--- config.mk ---
export PLATFORM = sky130hd
export DESIGN_NAME = mode_arbiter
export DESIGN_NICKNAME = d
export VERILOG_FILES = /design/src/rtl/mode_arbiter.sv
export SDC_FILE = /design/constraint.sdc
export NUM_CORES = 1
export LEC_CHECK = 0
export BUFFER_PORTS_ARGS = -buffer_cell sky130_fd_sc_hd__buf_4
export CAP_MARGIN = 10
export CORE_MARGIN = 2
export CORE_UTILIZATION = 45
export DETAILED_ROUTE_END_ITERATION = 10
export PLACE_DENSITY = 0.74
export SLEW_MARGIN = 25
export SYNTH_ARGS = -nofsm -noshare
export SYNTH_HDL_FRONTEND = slang
export SYNTH_SLANG_ARGS = --single-unit
export TNS_END_PERCENT = 1
--- constraint.sdc ---
create_clock -name clk -period 5.4 [get_ports clk]
set_clock_uncertainty 0.15 [all_clocks]
set_input_delay 0.81 -clock clk [delete_from_list [all_inputs] [get_ports clk]]
set_output_delay 0.81 -clock clk [all_outputs]
set_load 0.005 [all_outputs]
--- src/rtl/mode_arbiter.sv ---
// mode_arbiter: picks which mode block drives the LCD and receives switch presses,
// blanking the display across mode changes until a frame boundary and forcing an
// alarm screen on alarm_hit.
// Ports:
//   clk, rst (async, active-low)
//   dip_sw      mode request (0001/0010/0100 -> mode 1/2/3, else mode 0)
//   sw_out      debounced switch levels
//   en_1hz      1 Hz enable pulse
//   alarm_hit   alarm-match pulse
//   index_char  LCD character position under write
//   data_mode0..3  characters from each mode block
//   data_char   character to the LCD driver
//   sw_evt0..3  per-mode switch-press pulses
//   mode        currently displayed mode
//   alarm_active   high while the alarm screen is forced
module mode_arbiter #(
    parameter int unsigned ALARM_SEC  = 10,
    parameter logic [7:0]  BLANK_CHAR = 8'h20
) (
    input  logic       clk,
    input  logic       rst,
    input  logic [3:0] dip_sw,
    input  logic [3:0] sw_out,
    input  logic       en_1hz,
    input  logic       alarm_hit,
    input  logic [4:0] index_char,
    input  logic [7:0] data_mode0,
    input  logic [7:0] data_mode1,
    input  logic [7:0] data_mode2,
    input  logic [7:0] data_mode3,
    output logic [7:0] data_char,
    output logic [3:0] sw_evt0,
    output logic [3:0] sw_evt1,
    output logic [3:0] sw_evt2,
    output logic [3:0] sw_evt3,
    output logic [1:0] mode,
    output logic       alarm_active
);
    typedef enum logic [1:0] {RUN, SWITCH, ALARM} state_t;
    state_t          state, state_nx;
    logic [1:0]      mode_nx, target, target_nx, req;
    logic [7:0]      cnt, cnt_nx, cnt_inc;
    logic [3:0]      sw_q, rise;
    logic [4:0]      idx_q;
    logic [3:0][3:0] evt, evt_nx;
    logic            frame;

    assign req = dip_sw == 4'b0001 ? 2'd1 :
                 dip_sw == 4'b0010 ? 2'd2 :
                 dip_sw == 4'b0100 ? 2'd3 : 2'd0;
    assign rise    = sw_out & ~sw_q;
    assign frame   = index_char == 5'd0 && idx_q == 5'd31;
    assign cnt_inc = cnt + 8'd1;

    always_comb begin
        state_nx  = state;
        mode_nx   = mode;
        target_nx = target;
        cnt_nx    = cnt;
        evt_nx    = '0;
        // alarm_hit wins over everything, including a same-cycle switch edge or alarm timeout
        if (alarm_hit) begin
            state_nx = ALARM;
            mode_nx  = 2'd0;
            cnt_nx   = 8'd0;
        end else begin
            case (state)
                RUN: begin
                    if (req != mode) begin
                        state_nx  = SWITCH;
                        target_nx = req;
                    end else
                        evt_nx[mode] = rise;
                end
                SWITCH: begin
                    // target tracks the request, but only the frame boundary ends the blanking
                    target_nx = req;
                    if (frame) begin
                        state_nx = RUN;
                        mode_nx  = target;
                    end
                end
                ALARM: begin
                    // a switch press only acknowledges the alarm and is not forwarded
                    if (|rise || (en_1hz && cnt_inc == 8'(ALARM_SEC))) begin
                        state_nx  = SWITCH;
                        target_nx = req;
                    end else if (en_1hz)
                        cnt_nx = cnt_inc;
                end
                default: state_nx = RUN;
            endcase
        end
    end

    always_ff @(posedge clk or negedge rst) begin
        if (!rst) begin
            state  <= RUN;
            mode   <= 2'd0;
            target <= 2'd0;
            cnt    <= 8'd0;
            sw_q   <= 4'd0;
            idx_q  <= 5'd0;
            evt    <= '0;
        end else begin
            state  <= state_nx;
            mode   <= mode_nx;
            target <= target_nx;
            cnt    <= cnt_nx;
            sw_q   <= sw_out;
            idx_q  <= index_char;
            evt    <= evt_nx;
        end
    end

    assign data_char = state == SWITCH ? BLANK_CHAR :
                       state == ALARM  ? data_mode0 :
                       mode == 2'd1    ? data_mode1 :
                       mode == 2'd2    ? data_mode2 :
                       mode == 2'd3    ? data_mode3 : data_mode0;
    assign alarm_active = state == ALARM;
    assign sw_evt0 = evt[0];
    assign sw_evt1 = evt[1];
    assign sw_evt2 = evt[2];
    assign sw_evt3 = evt[3];
endmodule

# [Word level (Yosys, flattened, before mapping)]
# Index checks and enable logic that the tools add are counted.
[classes] n_addsub=1 multipliers=0 div_mod_pow=0 order_cmp=2 eq_ne=17 n_shift=0 muxes=28 bitwise=4 n_reduce_logical=16
[ops] operator="$mux 8" n=9
[ops] operator="$mux 16" n=3
[ops] operator="$mux 2" n=12
[ops] operator="$and 16x16->16" n=1
[ops] operator="$pmux 2 s3" n=2
[ops] operator="$add 8x1->8 const B" n=1
[ops] operator="$demux 4 s2" n=1
[ops] operator="$eq 8x4->1 const B" n=1
[ops] operator="$reduce_bool 2->1" n=4
[ops] operator="$eq 2x2->1 const B" n=3
[ops] operator="$ne 3x3->1 const B" n=2
[ops] operator="$reduce_and 3->1" n=2
[ops] operator="$eq 5x5->1 const B" n=1
[ops] operator="$logic_not 5->1" n=1
[ops] operator="$and 4x4->4" n=1
[ops] operator="$eq 2x1->1 const B" n=2
[ops] operator="$eq 4x1->1 const B" n=1
[ops] operator="$eq 4x2->1 const B" n=1
[ops] operator="$eq 4x3->1 const B" n=1
[ops] operator="$mux 4" n=1
[ops] operator="$ne 2x2->1 const B" n=2
[ops] operator="$not 4->4" n=1
[ops] operator="$reduce_and 4->1" n=1
[ops] operator="$reduce_or 4->1" n=1
[ops] operator="11 further kinds" n=13
[totals] reg_bits=39 latchBits=0 ramBits=0 romBits=0 input_bits=49 out_inout_bits=27 elab_cells=78 n_memories=0

# [Logic depth before layout (Yosys ltp)]
[depth] ltp_word=8 ltp_mapped=9 ltp_nobuf=8

# [Worst setup path before layout]
# No wires, ideal clock.
[synth_timing] path_kind="flip-flop to output port" from="reg mode[1]" to="out data_char[3]" arrival_time_ns=1.552 t_required_ns=4.440 path_slack_ns=2.888 stages_incl_launch_ff=7 n_path_buf=2 cell_sequence="dfrtp_1 -> buf_2 -> buf_1 -> mux2_2 -> o22ai_1 -> maj3_1 -> nor2_1"
[synth_between] elab_chain_cells=6 elab_cells_between_ends=8 cone_classes="eq/ne (3); mux (5)"
[synth_lines] item="start, declared" line_no="36" source="output logic [1:0] mode,"
[synth_lines] item="start signal, assigned" line_no="107" source="mode <= mode_nx;"
[synth_lines] item="$eq 2x2->1" line_no="120" source="mode == 2'd3 ? data_mode3 : data_mode0;"
[synth_lines] item="$mux 8" line_no="120"
[synth_lines] item="$mux 8" line_no="119" source="mode == 2'd2 ? data_mode2 :"
[synth_lines] item="$mux 8 *" line_no="118" source="mode == 2'd1 ? data_mode1 :"
[synth_lines] item="$mux 8 *" line_no="117" source="state == ALARM ? data_mode0 :"
[synth_lines] item="$mux 8 *" line_no="116" source="assign data_char = state == SWITCH ? BLANK_CHAR :"
[synth_lines] item="end, declared" line_no="31" source="output logic [7:0] data_char,"
# Every way passes the cells marked *; elsewhere a longest branch is shown, timed or not.

# [Worst setup path in the final report]
[layout_timing] from="reg mode[0]" to="out data_char[1]"
# Same word-level chain as after synthesis.

==> flow_metrics.py <==
metrics = {
    "sta": {
        "tightest_slew_ps": 665,
        "finalCriticalPeriod_ps": 3070,
        "setup_viol": 0,
        "max_freq_ghz": 0.326,
        "hold_violations": 0,
        "finalCritPeriodShare_pct": 56.8,
        "slew-limit-headroom_pct": 55.6,
        "grt_setup_unrepaired": "false",
        "tns_ps": 0,
        "layout_setup_ws_ps": 2330,
        "slew_violations": 0,
    },
    "global_route": {
        "grt_use_total_pct": 20.6,
        "grt-ovfl-total": 0,
        "grt_max_degree": 40,
        "grt_first_pass_wirelength_um": 8340,
        "antenna_found_initial": 0,
        "grt_pass1_vias": 1823,
    },
    "clock_tree": {
        "path_clk_slew_ps": 80,
        "clk_latency_ps": 290,
        "cts_root_buf": "clkbuf_8",
        "cts_tree": "yes",
        "ctsLongestPathBuffers": 2,
        "cts_sinks": 39,
        "cts_hold_buf": 0,
        "post_cts_resized": 0,
        "cts_setup_buffers": 0,
        "cts_made_buffers": 5,
        "h-tree-depth": 2,
    },
    "setup_path": {
        "arrival_ps": 2110,
        "cp_slowest_stage_delay_ps": 590,
        "r2r_start": "cnt[0]",
        "cpMaxStageDelayCell": "dfrtp_1",
        "cp-start-kind": "register",
        "r2r_cells": 7,
        "critical_path_class": "register to output pin",
        "reg2reg_slack_ps": 2770,
        "worstPathCellList": "inv_1 -> nand2_1 -> o22ai_1 -> maj3_1 -> nor2_1 -> buf_4",
        "r2r_end": "cnt[1]",
        "endpoint_kind": "output pin",
        "required_ps": 4440,
        "cp_max_fo": 12,
    },
    "die": {
        "core_um2": 4350,
        "row_count": 24,
        "dieHeight_um": 71.4,
        "start_util_pct": 46.9,
        "fp.dieW_um": 71.4,
        "ios": 76,
        "die_area_um2": 5090,
    },
    "cells_and_area": {
        "final_util_pct": 63.1,
        "area_growth_pct": 34.5,
        "nNetsFinal": 338,
        "layout_commonest_cell": "buf_4",
        "layout_common_cells": "75 x buf_4, 45 x nor2_1, 39 x dfrtp_1",
        "diodes": 0,
        "drive_gt1_share_pct": 35.1,
    },
    "logic_synthesis": {
        "synth.net_count": 263,
        "yosysWarnings": 0,
        "syn-cell-area_um2": 2040,
        "synth-seq-cells": 39,
        "yosysTopAreaCellShare_pct": 47.8,
        "synth_top_cell_by_area": "dfrtp_1",
        "ys_top_cells_by_area": "dfrtp_1 48%, nor2_1 8.3%, mux2_2 5.0%",
        "syn_area_per_cell_um2": 9.63,
        "syn_inst": 212,
        "synthDistinctLibCells": 47,
        "ys_seq_area_share_pct": 47.8,
    },
    "run": {
        "maxCapViolations": 0,
    },
    "drt": {
        "drc": 0,
        "via_per_inst": 5.43,
        "ant_nets": 0,
        "drt-wirelength-per-cell_um": 14.6,
        "finalWirelength_um": 4980,
        "drtPass1Iterations": 4,
        "drt_iter0_markers": 155,
        "vias": 1847,
    },
    "worst_hold_path": {
        "holdCritPathClass": "input pin to async pin",
    },
    "pwr": {
        "power_density_nw_per_um2": 231,
        "leakage_nw": 1.27,
        "vdd_ir_drop_max_v": 0.000159,
        "power.total_w": 0.000635,
    },
    "placement": {
        "finalWeightedCongestion": 0.820,
        "pre_cts_ws_ps": 2670,
        "dp_hpwl_um": 3710,
        "place.port_buffers": 75,
    },
    "outcome": {
        "status": "finished clean",
    },
}
-- area by class of cell --
type / count / area (um2)
multi-input cells: 160 / 1010
repair buffers: 75 / 563
clock buffers: 5 / 68.8
inverters: 6 / 22.5
flip-flops and latches: 39 / 976
well taps: 52 / 65.1
fillers: 365 / 1610
clock inverters: 3 / 43.8
-- routing by layer --
| layer | vias up | GRT usage (%) | part of all wire, % |
|---|---|---|---|
| met5 | - | 0 | 0 |
| met1 | 895 | 28.0 | 44 |
| met2 | 41 | 33.2 | 50 |
| li1 | 904 | - | - |
| met3 | 7 | 5.06 | 4.5 |
| met4 | 0 | 5.24 | 1.3 |
-- registers in the layout (all words and copies together) (netlist names) --
name and flops:
cnt 8, idx_q 5, mode 2, state 2, sw_evt0 4, sw_evt1 4
sw_evt2 4, sw_evt3 4, sw_q 4, target 2
-- stage by stage --
| stage | hold slack (ps) | area (um2) | cells |
|---|---|---|---|
| finish | 319 | 2750 | 340 |
| global route | 360 | 2750 | 340 |
| CTS | 331 | 2750 | 340 |
| detailed placement | 371 | 2630 | 332 |
| global placement | 367 | 2630 | 332 |
| floorplan | 336 | 2040 | 212 |
-- worst max path at each step --
| stage | startpoint | endpoint | slack (ps) |
|---|---|---|---|
| floorplan | mode[1] | data_char[3] | 2890 |
| global placement | mode[0] | data_char[7] | 2700 |
| detailed placement | en_1hz | cnt[6] | 2670 |
| CTS | mode[1] | data_char[5] | 2360 |
| global route | mode[1] | data_char[1] | 2130 |
| finish | mode[0] | data_char[1] | 2330 |
-- synth_stat cells, drive strengths merged --
cell     count
o21ai        6
mux2i        4
nor4b        2
nand3b       2
nand3        3
nor3         3
o22ai        5
maj3         8
nand2       17
and4         2
and2         2
ha           2
xnor2        1
inv          6
clkbuf       3
a211o        1
nor2b        4
nor4         3
or3          3
or4          4
or3b         1
o31ai        4
a22oi        2
dfrtp       39
nand4        5
xor2         2
nor2        46
buf          4
mux2        10
or4b         2
a21o         2
nand2b       6
a21oi        3
a2111oi      1
a211oi       1
or2          1
o211ai       2
-- kinds of logic (layout without fill, tap and decap cells) --
logic type | count (synthesis) | after routing | share of synthesized area (%)
flip-flops | 39 | 39 | 47.8
buffers and inverters | 13 | 89 | 2.88
AND/OR/NAND/NOR | 106 | 106 | 26.6
adder cells (fa/ha/maj) | 10 | 10 | 5.15
XOR/XNOR | 3 | 3 | 1.29
AO/OA/AOI/OAI | 27 | 27 | 8.64
multiplexers | 14 | 14 | 7.66
-- worst max-delay path: cells and delay by family, from the launching register on --
kind	cells	cell delay (ps)
compound gates	1	120
buf+inv	2	360
flops	1	590
simple gates	2	380
fa+ha+maj	1	360
-- power breakdown --
part | switching [W] | internal [W]
logic | 0.0000400 | 0.0000462
registers | 0.00000687 | 0.000300
clock network | 0.000105 | 0.000138
total | 0.000152 | 0.000483
Power figures use the tool's default switching activity.
